`src/rtl/compat_trig_latch.sv`:
```
// compat_trig_latch
// Turns the 40 MHz-compatible ToTd trigger level into single accepted events,
// holds each event pending until readout acknowledges it, then applies a
// programmable hold-off measured in 40 MHz ticks. Also maintains the
// slow-control counters: total accepts, accepts per PPS second, and drops.
module compat_trig_latch #(
   parameter int CNT_BITS  = 24,
   parameter int RATE_BITS = 16
) (
   input  logic                 CLK120,
   input  logic                 RESET,
   input  logic [1:0]           ENABLE40,
   input  logic                 TRIG_IN,
   input  logic                 TRIG_MASK,
   input  logic [15:0]          HOLDOFF,
   input  logic                 TRIG_ACK,
   input  logic                 PPS,
   output logic                 TRIG_OUT,
   output logic                 TRIG_PENDING,
   output logic                 BUSY,
   output logic [CNT_BITS-1:0]  TRIG_COUNT,
   output logic [RATE_BITS-1:0] RATE,
   output logic [RATE_BITS-1:0] DROPPED
);

   typedef enum logic [1:0] {
      ST_IDLE,
      ST_PENDING,
      ST_HOLDOFF
   } state_t;

   state_t               state;
   state_t               state_next;
   logic [15:0]          ho_cnt;
   logic [15:0]          ho_cnt_next;
   logic                 trig_d;
   logic                 pps_d;
   logic                 trig_edge;
   logic                 pps_edge;
   logic                 accept;
   logic                 drop;
   logic [RATE_BITS-1:0] acc;
   logic [RATE_BITS-1:0] acc_inc;

   assign trig_edge = TRIG_IN & ~trig_d;
   assign pps_edge  = PPS & ~pps_d;

   // Accumulator value including an accept on this cycle, pinned at all-ones.
   assign acc_inc = (accept && (acc != '1)) ? acc + RATE_BITS'(1) : acc;

   // Delayed copies for edge detection; they come out of reset high so a level already high is not seen as an edge.
   always_ff @(posedge CLK120) begin
      if (RESET) begin
         trig_d <= 1'b1;
         pps_d  <= 1'b1;
      end else begin
         trig_d <= TRIG_IN;
         pps_d  <= PPS;
      end
   end

   // State register and hold-off tick counter.
   always_ff @(posedge CLK120) begin
      if (RESET) begin
         state  <= ST_IDLE;
         ho_cnt <= '0;
      end else begin
         state  <= state_next;
         ho_cnt <= ho_cnt_next;
      end
   end

   // Next-state logic: accept in IDLE, wait for acknowledge, then count down 40 MHz ticks.
   always_comb begin
      state_next  = state;
      ho_cnt_next = ho_cnt;
      accept      = 1'b0;
      drop        = 1'b0;
      case (state)
         ST_IDLE: begin
            if (trig_edge && TRIG_MASK) begin
               accept     = 1'b1;
               state_next = ST_PENDING;
            end
         end
         ST_PENDING: begin
            drop = trig_edge & TRIG_MASK;
            if (TRIG_ACK) begin
               if (HOLDOFF == 16'd0) begin
                  state_next = ST_IDLE;
               end else begin
                  ho_cnt_next = HOLDOFF;
                  state_next  = ST_HOLDOFF;
               end
            end
         end
         ST_HOLDOFF: begin
            drop = trig_edge & TRIG_MASK;
            if (ENABLE40 == 2'd0) begin
               if (ho_cnt <= 16'd1) begin
                  ho_cnt_next = '0;
                  state_next  = ST_IDLE;
               end else begin
                  ho_cnt_next = ho_cnt - 16'd1;
               end
            end
         end
         default: begin
            state_next = ST_IDLE;
         end
      endcase
   end

   // Registered status flags and slow-control counters; RATE snapshots the accumulator on each PPS edge.
   always_ff @(posedge CLK120) begin
      if (RESET) begin
         TRIG_OUT     <= 1'b0;
         TRIG_PENDING <= 1'b0;
         BUSY         <= 1'b0;
         TRIG_COUNT   <= '0;
         RATE         <= '0;
         DROPPED      <= '0;
         acc          <= '0;
      end else begin
         TRIG_OUT     <= accept;
         TRIG_PENDING <= (state_next == ST_PENDING);
         BUSY         <= (state_next != ST_IDLE);
         if (accept) begin
            TRIG_COUNT <= TRIG_COUNT + CNT_BITS'(1);
         end
         if (drop && (DROPPED != '1)) begin
            DROPPED <= DROPPED + RATE_BITS'(1);
         end
         if (pps_edge) begin
            RATE <= acc_inc;
            acc  <= '0;
         end else begin
            acc  <= acc_inc;
         end
      end
   end

endmodule
```
`config.mk`:
```
export PLATFORM = sky130hd
export DESIGN_NAME = compat_trig_latch
export DESIGN_NICKNAME = d
export VERILOG_FILES = /design/src/rtl/compat_trig_latch.sv
export SDC_FILE = /design/constraint.sdc
export NUM_CORES = 1
export LEC_CHECK = 0
export ABC_AREA = 1
export ABC_CLOCK_PERIOD_IN_PS = 3950
export CAP_MARGIN = 20
export CORE_ASPECT_RATIO = 0.6
export CORE_MARGIN = 1
export CORE_UTILIZATION = 35
export CTS_CLUSTER_DIAMETER = 80
export DETAILED_ROUTE_END_ITERATION = 16
export HOLD_SLACK_MARGIN = 0.15
export SLEW_MARGIN = 20
export SYNTH_ARGS = -nofsm -noshare
export SYNTH_HDL_FRONTEND = slang
export SYNTH_SLANG_ARGS = --single-unit
```
`constraint.sdc`:
```
create_clock -name CLK120 -period 3.95 [get_ports CLK120]
set_input_delay 0.79 -clock CLK120 [delete_from_list [all_inputs] [get_ports CLK120]]
set_output_delay 0.79 -clock CLK120 [all_outputs]
set_load 0.01 [all_outputs]
```
==> results.toml <==
[synth]
synthesis.area_um2 = 5300
synth_enable_flop_cells = 0
synth_largest_type_area_fraction = 0.359
post_synth.cell_area_avg_um2 = 6.23
synth_top_area_cell = "sky130_fd_sc_hd__dfxtp_1"
syn-num-nets = 884
ys_warn_count = 0
async_reset_ff_frac = 0
ys.flop_type = "sky130_fd_sc_hd__dfxtp_1"
yosys-top-cells-area = "sky130_fd_sc_hd__dfxtp_1, sky130_fd_sc_hd__nand2_1, sky130_fd_sc_hd__nor2_1"
synth.distinct_cells = 33
syn_inst = 851
yosys_register_bits = 95
share_of_the_yosys_chip_area_belonging_to_registers = 0.359

[drt]
ant_nets = 0
routed-via-count = 5160
drc_viols = 0
routed_wire_length_per_instance_um = 12.2
drt_pass1_iterations = 7
drt_first_iter_violations = 374
detail_route.wirelength_um = 13800
detailed_route_vias_per_instance = 4.56

[sta]
timing.max_slew.rel_slack = 0.537
period_share = 0.674
clock_skew_ps = 9.38
timing.final.crit_period_ps = 2660
finalSetupViolCount = 0
grt_setup_unrepaired = "no"
setup_tns_ps = 0
final_max_slew_viol_count = 0
clock.fmax_mhz = 376
hold_viol = 0
worst_slew_pin_slew_ps = 693

[outcome]
run_status = "complete, no violations"

[floorplan]
placement_rows = 34
fp.dieW_um = 161
die-height_um = 97.3
initial_core_util = 0.362
pin_count = 83
die_area_um2 = 15700
core_area_um2 = 14600

[placement]
buffer_ports.inserted = 82
weighted_congestion_reported_at_the_end_of_routability_driven_placement = 0.857
dp.cells = 1116
place_hpwl_um = 10300

[global_route]
first_global_vias = 4522
grt_antenna_before_repair = 0
globalRouteTotalUtil = 0.181
grt_max_degree = 33
grt_first_pass_wirelength_um = 23000
grt_overflow = 0

[clock_network]
cts_post_setup_buffers_inserted = 0
clk_pin_slew_worst_paths_ps = 70
cts-root-buf = "sky130_fd_sc_hd__clkbuf_16"
clock_insertion_delay_worst_skew_ps = 340
cts.repair.resized = 0
clock_sinks = 95
tritoncts.num_buffers = 9
cts_hold_buf = 0
cts_tree = "built"
clockBufferDepth = 2
h_tree_level_count = 3

[cells_and_area]
syn_to_layout_area_delta_pct = 24.3
design.final.nets = 962
fraction_of_final_layout_cells_sized_beyond_drive_strength_1 = 0.0396
number_of_cells_in_the_finished_layout_apart_from_fillers = 1132
n_antenna_cell = 0
fillerInstances = 1558

[power]
cellPowerDensity_nw_per_um2 = 313
p_leak_nw = 2.76
ir_worst_vdd_v = 0.000191

[worst_setup_path]
worst_ep_required_time_ps = 4170
crit_path_start_kind = "primary input"
timing.critical_path.arrival_ps = 2880
worstSetupEndpointType = "flip-flop"
setup.worst_path.class = "in2reg"
critical_path_peak_fanout = 16

[worst_hold_path]
hold_path.class = "reg2reg"

[run]
timing.max_cap.violations = 0
==> synthesized netlist by cell type (all sizes together) (6+ instances only) <==
| master | n |
|---|---|
| inv | 76 |
| xor2 | 18 |
| nand3 | 42 |
| o21ai | 28 |
| a21oi | 52 |
| ha | 9 |
| nor2 | 146 |
| dfxtp | 95 |
| nand4 | 14 |
| xnor2 | 9 |
| nand2 | 322 |
| nor3 | 8 |
| clkbuf | 7 |
| buf | 12 |
| nand3b | 6 |
==> sequential cells by signal, indices dropped and copies added, names as in the netlist <==
signal / flops
TRIG_PENDING: 1
TRIG_OUT: 1
RATE: 16
state: 2
pps_d: 1
TRIG_COUNT: 24
trig_d: 1
acc: 16
ho_cnt: 16
DROPPED: 16
BUSY: 1
==> power breakdown <==
group / internal, W / switching, W
Clock: 0.000492 / 0.000371
Combinational: 0.0000842 / 0.000132
Sequential: 0.000970 / 0.0000113
==> worst max-delay path, cell delays in order <==
cell,delay (ps)
sky130_fd_sc_hd__clkdlybuf4s50_1,500
sky130_fd_sc_hd__nand4_2,430
sky130_fd_sc_hd__inv_1,550
sky130_fd_sc_hd__nand2_4,240
sky130_fd_sc_hd__o21ai_0,260
sky130_fd_sc_hd__o21ai_0,100
==> per-layer routing <==
layer / track usage / up-vias / part of all wire
met4: 0.0392 / 0 / 0.0059
met2: 0.227 / 93 / 0.35
met1: 0.298 / 2237 / 0.60
li1: - / 2823 / -
met3: 0.0401 / 7 / 0.041
met5: 0 / - / 0
==> area by class of cell <==
class,instances,area [um2],area share
Sequential cell,95,1900,0.289
Inverter,76,285,0.0433
Multi-Input combinational cell,661,3010,0.457
Clock inverter,5,58.8,0.00892
Tap cell,198,248,0.0376
Timing Repair Buffer,86,851,0.129
Clock buffer,11,233,0.0353
==> metrics by stage <==
| step | cell area [um2] | util | hold WS (ps) | total power (W) | setup slack [ps] |
|---|---|---|---|---|---|
| 3_5_place_dp | 6300 | 0.430 | 440 | 0.00122 | 909 |
| 3_3_place_gp | 6300 | 0.430 | 438 | 0.00122 | 979 |
| 4_1_cts | 6590 | 0.450 | 457 | 0.00209 | 1280 |
| 2_1_floorplan | 5300 | - | 476 | 0.00115 | 2120 |
| 5_1_grt | 6590 | 0.450 | 474 | 0.00217 | 1070 |
| 6_report | 6590 | 0.450 | 453 | 0.00206 | 1290 |
==> logic make-up (layout without fill, tap and decap cells) <==
| family | Yosys count | after routing | synth area share |
|---|---|---|---|
| AO/OA/AOI/OAI | 84 | 84 | 0.0835 |
| XOR/XNOR | 27 | 27 | 0.0446 |
| AND/OR/NAND/NOR | 541 | 541 | 0.419 |
| buffers and inverters | 95 | 178 | 0.0729 |
| flip-flops | 95 | 95 | 0.359 |
| adder cells (fa/ha/maj) | 9 | 9 | 0.0212 |
==> layout by cell type (no fill, tap or decap), types with 2 or more instances in the layout <==
master / n
sky130_fd_sc_hd__a21oi_1: 52
sky130_fd_sc_hd__buf_4: 4
sky130_fd_sc_hd__clkbuf_1: 2
sky130_fd_sc_hd__clkbuf_16: 9
sky130_fd_sc_hd__clkdlybuf4s50_1: 82
sky130_fd_sc_hd__clkinvlp_4: 2
sky130_fd_sc_hd__dfxtp_1: 95
sky130_fd_sc_hd__ha_1: 9
sky130_fd_sc_hd__inv_1: 75
sky130_fd_sc_hd__nand2_1: 315
sky130_fd_sc_hd__nand2_2: 6
sky130_fd_sc_hd__nand3_1: 41
sky130_fd_sc_hd__nand3b_1: 6
sky130_fd_sc_hd__nand4_1: 13
sky130_fd_sc_hd__nor2_1: 141
sky130_fd_sc_hd__nor2_2: 5
sky130_fd_sc_hd__nor3_1: 7
sky130_fd_sc_hd__o21ai_0: 28
sky130_fd_sc_hd__xnor2_1: 9
sky130_fd_sc_hd__xor2_1: 18
==> worst paths after layout <==
| path | start | end | slack [ps] | cells past startpoint |
|---|---|---|---|---|
| worst max-delay path | TRIG_IN | RATE[1] | 1290 | 6 |
| worst min-delay path | RATE[13] | RATE[13] | 450 | 2 |
| worst max register to register | state[0] | RATE[1] | 1560 | 7 |
| worst min register to register | RATE[13] | RATE[13] | 450 | 2 |
Power figures use the tool's default switching activity.
